==> src/rtl/tcp_pkg.sv <==
// Shared TCP constants, FSM state encodings and one's-complement helpers
// for the TCP segment generator and its checksum datapath.
package tcp_pkg;

  localparam int FLAG_FIN = 0;
  localparam int FLAG_SYN = 1;
  localparam int FLAG_RST = 2;
  localparam int FLAG_PSH = 3;
  localparam int FLAG_ACK = 4;
  localparam int FLAG_URG = 5;
  localparam int FLAG_ECE = 6;
  localparam int FLAG_CWR = 7;

  localparam logic [7:0]  TCP_BASE_HDR_BYTES = 8'd20;
  localparam logic [7:0]  TCP_OPT_MSS_KIND   = 8'd2;
  localparam logic [7:0]  TCP_OPT_MSS_LEN    = 8'd4;
  localparam logic [7:0]  IP_PROTO_TCP       = 8'h06;
  localparam logic [15:0] IP_BASE_HDR_BYTES  = 16'd20;

  localparam logic [2:0] ST_IDLE    = 3'd0;
  localparam logic [2:0] ST_CSUM    = 3'd1;
  localparam logic [2:0] ST_IP_HDR  = 3'd2;
  localparam logic [2:0] ST_HEADER  = 3'd3;
  localparam logic [2:0] ST_PAYLOAD = 3'd4;
  localparam logic [2:0] ST_PAD     = 3'd5;
  localparam logic [2:0] ST_DRAIN   = 3'd6;

  // End-around carry fold of a 17-bit partial sum; cannot re-overflow.
  function automatic logic [15:0] csum_fold(input logic [16:0] s);
    return s[15:0] + {15'd0, s[16]};
  endfunction

endpackage

==> src/rtl/inet_csum_accum.sv <==
// Internet one's-complement accumulator: clear, then one 16-bit word per
// valid cycle, carry folded back every cycle so sum is always final.
module inet_csum_accum
  import tcp_pkg::*;
(
  input  logic        clk,
  input  logic        rst,
  input  logic        clear,
  input  logic        valid,
  input  logic [15:0] word,
  output logic [15:0] sum
);

  // Accumulate with folded carry.
  always_ff @(posedge clk) begin
    if (rst || clear) begin
      sum <= 16'd0;
    end else if (valid) begin
      sum <= csum_fold({1'b0, sum} + {1'b0, word});
    end else begin
      sum <= sum;
    end
  end

endmodule

==> src/rtl/tcp_segment_generator.sv <==
// Builds one TCP segment at a time: checksum pass, IP header handoff,
// TCP header serialisation, then payload passthrough with pad/drain repair.
module tcp_segment_generator
  import tcp_pkg::*;
#(
  parameter logic [7:0]  TTL         = 8'd64,
  parameter bit          MSS_OPT_EN  = 1'b1,
  parameter logic [15:0] MAX_PAYLOAD = 16'd1460
) (
  input  logic        i_clk,
  input  logic        i_rst,
  input  logic        i_hdr_valid,
  output logic        o_hdr_ready,
  input  logic [31:0] i_seq_number,
  input  logic [31:0] i_ack_number,
  input  logic [15:0] i_source_port,
  input  logic [15:0] i_dest_port,
  input  logic [7:0]  i_flags,
  input  logic [15:0] i_window_size,
  input  logic        i_mss_en,
  input  logic [15:0] i_mss,
  input  logic [15:0] i_payload_len,
  input  logic [15:0] i_payload_sum,
  input  logic [31:0] i_src_ip,
  input  logic [31:0] i_dst_ip,
  input  logic [7:0]  s_axis_data_tdata,
  input  logic        s_axis_data_tvalid,
  input  logic        s_axis_data_tlast,
  output logic        s_axis_data_tready,
  output logic        m_ip_hdr_valid,
  input  logic        m_ip_hdr_ready,
  output logic [5:0]  m_ip_dscp,
  output logic [1:0]  m_ip_ecn,
  output logic [15:0] m_ip_length,
  output logic [7:0]  m_ip_ttl,
  output logic [7:0]  m_ip_protocol,
  output logic [31:0] m_ip_src_ip,
  output logic [31:0] m_ip_dst_ip,
  output logic [7:0]  m_ip_tdata,
  output logic        m_ip_tvalid,
  input  logic        m_ip_tready,
  output logic        m_ip_tlast,
  output logic        o_packet_done,
  output logic        o_len_err
);

  logic [2:0]  state;
  logic [15:0] cnt;
  logic [4:0]  widx;
  logic [31:0] seq, ack, src_ip, dst_ip;
  logic [15:0] sport, dport, window, mss, pay_len, pay_sum;
  logic [7:0]  flags;
  logic        mss_on;

  logic        hdr_fire, clamp, mss_req;
  logic [7:0]  hlen;
  logic [3:0]  offset;
  logic [15:0] tcp_len;
  logic [4:0]  last_widx;
  logic        hdr_last, pay_last, m_fire, s_fire;
  logic [15:0] csum_word, acc_sum, checksum;
  logic [7:0]  hdr_byte;

  assign mss_req   = i_mss_en & MSS_OPT_EN;
  assign hdr_fire  = i_hdr_valid & (state == ST_IDLE);
  assign clamp     = i_payload_len > MAX_PAYLOAD;
  assign hlen      = TCP_BASE_HDR_BYTES + {5'd0, mss_on, 2'b00};
  assign offset    = hlen[5:2];
  assign tcp_len   = {8'd0, hlen} + pay_len;
  assign last_widx = mss_on ? 5'd18 : 5'd16;
  assign checksum  = ~acc_sum;
  assign hdr_last  = cnt == ({8'd0, hlen} - 16'd1);
  assign pay_last  = cnt == (pay_len - 16'd1);
  assign m_fire    = m_ip_tvalid & m_ip_tready;
  assign s_fire    = s_axis_data_tvalid & s_axis_data_tready;

  assign o_hdr_ready    = state == ST_IDLE;
  assign m_ip_hdr_valid = state == ST_IP_HDR;
  assign m_ip_dscp      = 6'd0;
  assign m_ip_ecn       = 2'd0;
  assign m_ip_length    = IP_BASE_HDR_BYTES + tcp_len;
  assign m_ip_ttl       = TTL;
  assign m_ip_protocol  = IP_PROTO_TCP;
  assign m_ip_src_ip    = src_ip;
  assign m_ip_dst_ip    = dst_ip;

  assign o_packet_done = m_fire & m_ip_tlast;
  assign o_len_err     = (hdr_fire & clamp)
                       | ((state == ST_PAYLOAD) & m_fire & (s_axis_data_tlast ^ pay_last));

  // Latch the request; payload length is clamped here, the sum is kept as given.
  always_ff @(posedge i_clk) begin
    if (i_rst) begin
      seq <= 32'd0; ack <= 32'd0; src_ip <= 32'd0; dst_ip <= 32'd0;
      sport <= 16'd0; dport <= 16'd0; window <= 16'd0; mss <= 16'd0;
      pay_len <= 16'd0; pay_sum <= 16'd0; flags <= 8'd0; mss_on <= 1'b0;
    end else if (hdr_fire) begin
      seq <= i_seq_number; ack <= i_ack_number;
      src_ip <= i_src_ip; dst_ip <= i_dst_ip;
      sport <= i_source_port; dport <= i_dest_port;
      window <= i_window_size; mss <= i_mss; flags <= i_flags;
      pay_len <= clamp ? MAX_PAYLOAD : i_payload_len;
      pay_sum <= i_payload_sum; mss_on <= mss_req;
    end else begin
      seq <= seq;
    end
  end

  // Word sequence for the checksum: pseudo-header, header (csum/urgent as 0), option, payload.
  always_comb begin
    csum_word = 16'd0;
    case (widx)
      5'd0:  csum_word = src_ip[31:16];
      5'd1:  csum_word = src_ip[15:0];
      5'd2:  csum_word = dst_ip[31:16];
      5'd3:  csum_word = dst_ip[15:0];
      5'd4:  csum_word = {8'd0, IP_PROTO_TCP};
      5'd5:  csum_word = tcp_len;
      5'd6:  csum_word = sport;
      5'd7:  csum_word = dport;
      5'd8:  csum_word = seq[31:16];
      5'd9:  csum_word = seq[15:0];
      5'd10: csum_word = ack[31:16];
      5'd11: csum_word = ack[15:0];
      5'd12: csum_word = {offset, 4'b0000, flags};
      5'd13: csum_word = window;
      5'd16: csum_word = mss_on ? {TCP_OPT_MSS_KIND, TCP_OPT_MSS_LEN} : pay_sum;
      5'd17: csum_word = mss;
      5'd18: csum_word = pay_sum;
      default: csum_word = 16'd0;
    endcase
  end

  inet_csum_accum u_csum (
    .clk   (i_clk),
    .rst   (i_rst),
    .clear (hdr_fire),
    .valid (state == ST_CSUM),
    .word  (csum_word),
    .sum   (acc_sum)
  );

  // Big-endian TCP header byte selected by the beat counter.
  always_comb begin
    hdr_byte = 8'd0;
    case (cnt[4:0])
      5'd0:  hdr_byte = sport[15:8];
      5'd1:  hdr_byte = sport[7:0];
      5'd2:  hdr_byte = dport[15:8];
      5'd3:  hdr_byte = dport[7:0];
      5'd4:  hdr_byte = seq[31:24];
      5'd5:  hdr_byte = seq[23:16];
      5'd6:  hdr_byte = seq[15:8];
      5'd7:  hdr_byte = seq[7:0];
      5'd8:  hdr_byte = ack[31:24];
      5'd9:  hdr_byte = ack[23:16];
      5'd10: hdr_byte = ack[15:8];
      5'd11: hdr_byte = ack[7:0];
      5'd12: hdr_byte = {offset, 4'b0000};
      5'd13: hdr_byte = flags;
      5'd14: hdr_byte = window[15:8];
      5'd15: hdr_byte = window[7:0];
      5'd16: hdr_byte = checksum[15:8];
      5'd17: hdr_byte = checksum[7:0];
      5'd20: hdr_byte = TCP_OPT_MSS_KIND;
      5'd21: hdr_byte = TCP_OPT_MSS_LEN;
      5'd22: hdr_byte = mss[15:8];
      5'd23: hdr_byte = mss[7:0];
      default: hdr_byte = 8'd0;
    endcase
  end

  // Output stream steering per state; payload is a combinational passthrough.
  always_comb begin
    m_ip_tdata         = 8'd0;
    m_ip_tvalid        = 1'b0;
    m_ip_tlast         = 1'b0;
    s_axis_data_tready = 1'b0;
    case (state)
      ST_HEADER: begin
        m_ip_tdata  = hdr_byte;
        m_ip_tvalid = 1'b1;
        m_ip_tlast  = hdr_last & (pay_len == 16'd0);
      end
      ST_PAYLOAD: begin
        m_ip_tdata         = s_axis_data_tdata;
        m_ip_tvalid        = s_axis_data_tvalid;
        s_axis_data_tready = m_ip_tready;
        m_ip_tlast         = pay_last;
      end
      ST_PAD: begin
        m_ip_tvalid = 1'b1;
        m_ip_tlast  = pay_last;
      end
      ST_DRAIN: begin
        s_axis_data_tready = 1'b1;
      end
      default: begin
        m_ip_tvalid = 1'b0;
      end
    endcase
  end

  // Segment FSM and beat/word counters.
  always_ff @(posedge i_clk) begin
    if (i_rst) begin
      state <= ST_IDLE;
      cnt   <= 16'd0;
      widx  <= 5'd0;
    end else begin
      case (state)
        ST_IDLE: begin
          if (hdr_fire) begin
            state <= ST_CSUM;
            widx  <= 5'd0;
            cnt   <= 16'd0;
          end
        end
        ST_CSUM: begin
          if (widx == last_widx) state <= ST_IP_HDR;
          else widx <= widx + 5'd1;
        end
        ST_IP_HDR: begin
          if (m_ip_hdr_ready) begin
            state <= ST_HEADER;
            cnt   <= 16'd0;
          end
        end
        ST_HEADER: begin
          if (m_fire) begin
            if (hdr_last) begin
              cnt   <= 16'd0;
              state <= (pay_len == 16'd0) ? ST_IDLE : ST_PAYLOAD;
            end else begin
              cnt <= cnt + 16'd1;
            end
          end
        end
        ST_PAYLOAD: begin
          if (m_fire) begin
            if (pay_last) begin
              cnt   <= 16'd0;
              state <= s_axis_data_tlast ? ST_IDLE : ST_DRAIN;
            end else begin
              cnt <= cnt + 16'd1;
              if (s_axis_data_tlast) state <= ST_PAD;
            end
          end
        end
        ST_PAD: begin
          if (m_fire) begin
            if (pay_last) begin
              cnt   <= 16'd0;
              state <= ST_IDLE;
            end else begin
              cnt <= cnt + 16'd1;
            end
          end
        end
        ST_DRAIN: begin
          if (s_fire && s_axis_data_tlast) state <= ST_IDLE;
        end
        default: state <= ST_IDLE;
      endcase
    end
  end

endmodule

==> config.mk <==
export PLATFORM = sky130hd
export DESIGN_NAME = tcp_segment_generator
export DESIGN_NICKNAME = d
export VERILOG_FILES = /design/src/rtl/tcp_pkg.sv /design/src/rtl/inet_csum_accum.sv /design/src/rtl/tcp_segment_generator.sv
export SDC_FILE = /design/constraint.sdc
export NUM_CORES = 1
export LEC_CHECK = 0
export BUFFER_PORTS_ARGS = -buffer_cell sky130_fd_sc_hd__buf_2
export CORE_MARGIN = 4
export CORE_UTILIZATION = 50
export CTS_BUF_LIST = sky130_fd_sc_hd__clkbuf_4
export CTS_CLUSTER_SIZE = 12
export DETAILED_ROUTE_END_ITERATION = 10
export GPL_TIMING_DRIVEN = 0
export HOLD_SLACK_MARGIN = 0.06
export PLACE_DENSITY_LB_ADDON = 0.25
export SLEW_MARGIN = 20
export SYNTH_ARGS = -nofsm -noshare
export SYNTH_HDL_FRONTEND = slang
export SYNTH_HIERARCHICAL = 1
export SYNTH_SLANG_ARGS = --single-unit
export TNS_END_PERCENT = 10
==> constraint.sdc <==
create_clock -name i_clk -period 4.5 [get_ports i_clk]
set_clock_uncertainty 0.05 [all_clocks]
set_input_delay 0.225 -clock i_clk [delete_from_list [all_inputs] [get_ports i_clk]]
set_output_delay 0.225 -clock i_clk [all_outputs]
set_load 0.02 [all_outputs]
==> run metrics <==
Nets 2,958; failing checks negative setup slack; IO Count 367; Detailed Routing Iterations Pass 1 7; Final setup viols 16; leakage 0.00882 uW; DP Area 17,400 sq um; clk buf depth 3; flop2flop setup slack -1.13 ns; detailed-route via count 20,200; Worst R2R Path Depth 26; Power Density 503 nW/um^2; Root Buffer clkbuf_4; Synth Instances 1,969; Place WS -1.71 ns; Die Span Y 181 um; largest net degree at the start of global routing 13; Hold WC Path Type input pin to flop; Routed WL per cell 26.7 um; die area 32,700 sq um; ratio of cells with drive above 1 in the final layout 0.238; initial antenna violation count 9; Tot GR Track Use 0.482; Final Instance Area 21,400 sq um; first-pass GRT wire length 121,000 um; Port Buffer Count 342; CTS tree built; Slew Viols, Final 0; Final Hold Fails 0; WL final 83,500 um; register area share after synthesis 0.366; RSZ-0062 raised after global routing true; Via density 6.46; synthesized area per cell 7.59 sq um; CTS Sinks 273; CP endpoint kind flop; Hold Path Stages 5; Fillers 2,082; Setup Total Neg Slack -14.58 ns; WS Path Type flop to flop; Tmin final 5.63 ns; FP Rows 63; Max rail drop VDD 0.476 mV; Core ar. 29,600 sq um; number of global-route vias before repair 20,100; Yosys Warn Count 6; DRT antenna net count 0; Die W 181 um; RePlAce Congestion 1.09; Residual DRC 0; crit path to u_csum/sum[8]; H-Tree Depth 3; reg2reg end u_csum/sum[8]; DPL Wire Length 57,600 um; Post-Syn Area 15,000 sq um; Synth Flop Type dfxtp_1; worst slew pin tran 1.06 ns; CP max FO 5; Critical path origin widx[0]; area grow syn2layout 42.9%; setup ws final -1.13 ns; Max Fclk 178 MHz; arrival time worst endpoint 6.22 ns; run status finished, violations left; CTS buffer count 75; grt ovf 0; library cells used by synthesis 88; Critical Path RT 5.09 ns; drt initial violations 2,961; RR Startpoint widx[0]; fin crit share 1.25; max cap viols 0; max_slew headroom 0.289; final hold slack 0.0696 ns; Critical Path Source Type flop; Post-synth EDFFs 0; register clock-pin slew on the reported worst setup and hold paths 0.07 ns; Clock Latency Late Sink 0.75 ns; register bit total from synthesis 273; Async SR Flop Fraction 0; Initial Util 0.506
## cells in the mapped netlist (15+ instances only)
| cell | n | area share |
|---|---|---|
| a211oi_1 | 15 | 0.0075 |
| a21oi_1 | 265 | 0.089 |
| a221oi_1 | 46 | 0.027 |
| a222oi_1 | 22 | 0.015 |
| a22o_1 | 34 | 0.020 |
| a22oi_1 | 64 | 0.032 |
| a31oi_1 | 20 | 0.0084 |
| and3_1 | 17 | 0.0071 |
| buf_4 | 27 | 0.014 |
| clkbuf_1 | 127 | 0.032 |
| dfxtp_1 | 273 | 0.37 |
| ha_1 | 34 | 0.028 |
| inv_1 | 27 | 0.0068 |
| nand2_1 | 520 | 0.13 |
| nand2b_1 | 16 | 0.0067 |
| nand3_1 | 34 | 0.011 |
| nand4_1 | 27 | 0.011 |
| nor2_1 | 86 | 0.022 |
| nor3_1 | 38 | 0.013 |
| o21ai_0 | 28 | 0.0094 |
| xnor2_1 | 38 | 0.022 |
| xor2_1 | 34 | 0.020 |
## placed cells by master, fill, tap and decap left out, types with 15 or more instances in the layout
cell	instances
a22o_1	34
conb_1	24
buf_4	60
nor3_1	31
clkbuf_1	105
nand2b_1	16
xor2_1	32
ha_1	22
a22oi_1	62
a222oi_1	22
xnor2_1	34
a31oi_1	20
dfxtp_1	268
o21ai_0	25
clkinv_1	16
buf_2	350
and3_1	15
inv_1	24
a21oi_1	262
nand3_1	30
nor2_1	81
clkbuf_4	110
nand4_1	27
a221oi_1	43
dlygate4sd3_1	235
nand2_1	518
## sequential cells by signal (all words and copies together), names as in the netlist, 32 cells and up
name and flops:
ack 32, m_ip_dst_ip 32, m_ip_src_ip 32, seq 32
## where the power goes
part | switching [uW] | internal, uW | total (uW) | leakage, uW
sequential | 800 | 2900 | 3700 | 0.00224
combinational | 3130 | 1630 | 4750 | 0.00605
clock | 1180 | 1100 | 2280 | 0.000535
## worst min-delay path by stage
stage                     slack, ns         end         startpoint
final                          0.07  pay_len[5]  i_payload_len[11]
after global routing           0.12  pay_len[5]  i_payload_len[11]
after CTS                      0.07  pay_len[6]  i_payload_len[11]
after detailed placement       0.40  pay_sum[0]         pay_sum[0]
after global placement         0.40  pay_sum[0]         pay_sum[0]
after floorplan                0.31  pay_sum[9]   i_payload_sum[9]
## routing by layer
metal | vias up | share of wire | global-route usage
met5 | - | 0.00022 | 0
met4 | 4 | 0.11 | 0.378
met3 | 625 | 0.12 | 0.153
met2 | 1827 | 0.43 | 0.752
met1 | 9288 | 0.34 | 0.546
li1 | 8450 | - | -
## worst max-delay path: stages, from the launching register on
cell and delay (ns):
dfxtp_4 0.38, inv_4 0.05, ha_4 0.15, buf_8 0.13, nand2_4 0.07, nor2_4 0.04
buf_8 0.12, a222oi_1 0.69, nand2_1 0.17, a221oi_2 0.26, nand3_2 0.22, ha_4 0.24
fa_2 0.38, a211o_4 0.38, a211oi_4 0.35, o32ai_2 0.16, o21ai_1 0.16, a21oi_1 0.08
o21ai_1 0.16, nand2b_1 0.14, ha_4 0.20, ha_4 0.16, nand4_1 0.17, buf_4 0.17
nor3_2 0.05, xor2_1 0.19, a211oi_1 0.22
## what timing repair did
| action | CTS | global route |
|---|---|---|
| gates cloned | 0 | 0 |
| endpoints found under the hold margin | 235 | 0 |
| setup endpoints to repair | 18 | 25 |
| setup buffers | 25 | 8 |
| gates resized for setup | 75 | 20 |
| pin swaps | 38 | 20 |
| hold buffers | 235 | 0 |
## final cells by class
class	instances	area (sq um)	area share
Antenna cell	8	20.0	0.000937
Buffer	166	871	0.0408
Clock buffer	107	803	0.0376
Clock inverter	24	118	0.00551
Inverter	27	109	0.00510
Multi-Input combinational cell	1521	9160	0.429
Sequential cell	273	5480	0.256
Tap cell	390	488	0.0228
Timing Repair Buffer	610	4310	0.202
## cells by family after synthesis
family | Yosys count | share of synthesized area
simple gates | 809 | 0.240
compound gates | 568 | 0.253
flops | 273 | 0.366
buf+inv | 197 | 0.0586
xor+xnor | 73 | 0.0440
fa+ha+maj | 36 | 0.0311
mux | 11 | 0.00753
other cells | 2 | 0.000502
## stage by stage
stage                     power [uW]  utilization  std cells
after floorplan                 6070            -       1991
after global placement          7640        0.588       2723
after detailed placement        7740        0.588       2723
after CTS                      10200        0.718       3114
after global routing           11100        0.722       3123
final                          10700        0.723       3126
Power figures use the tool's default switching activity.
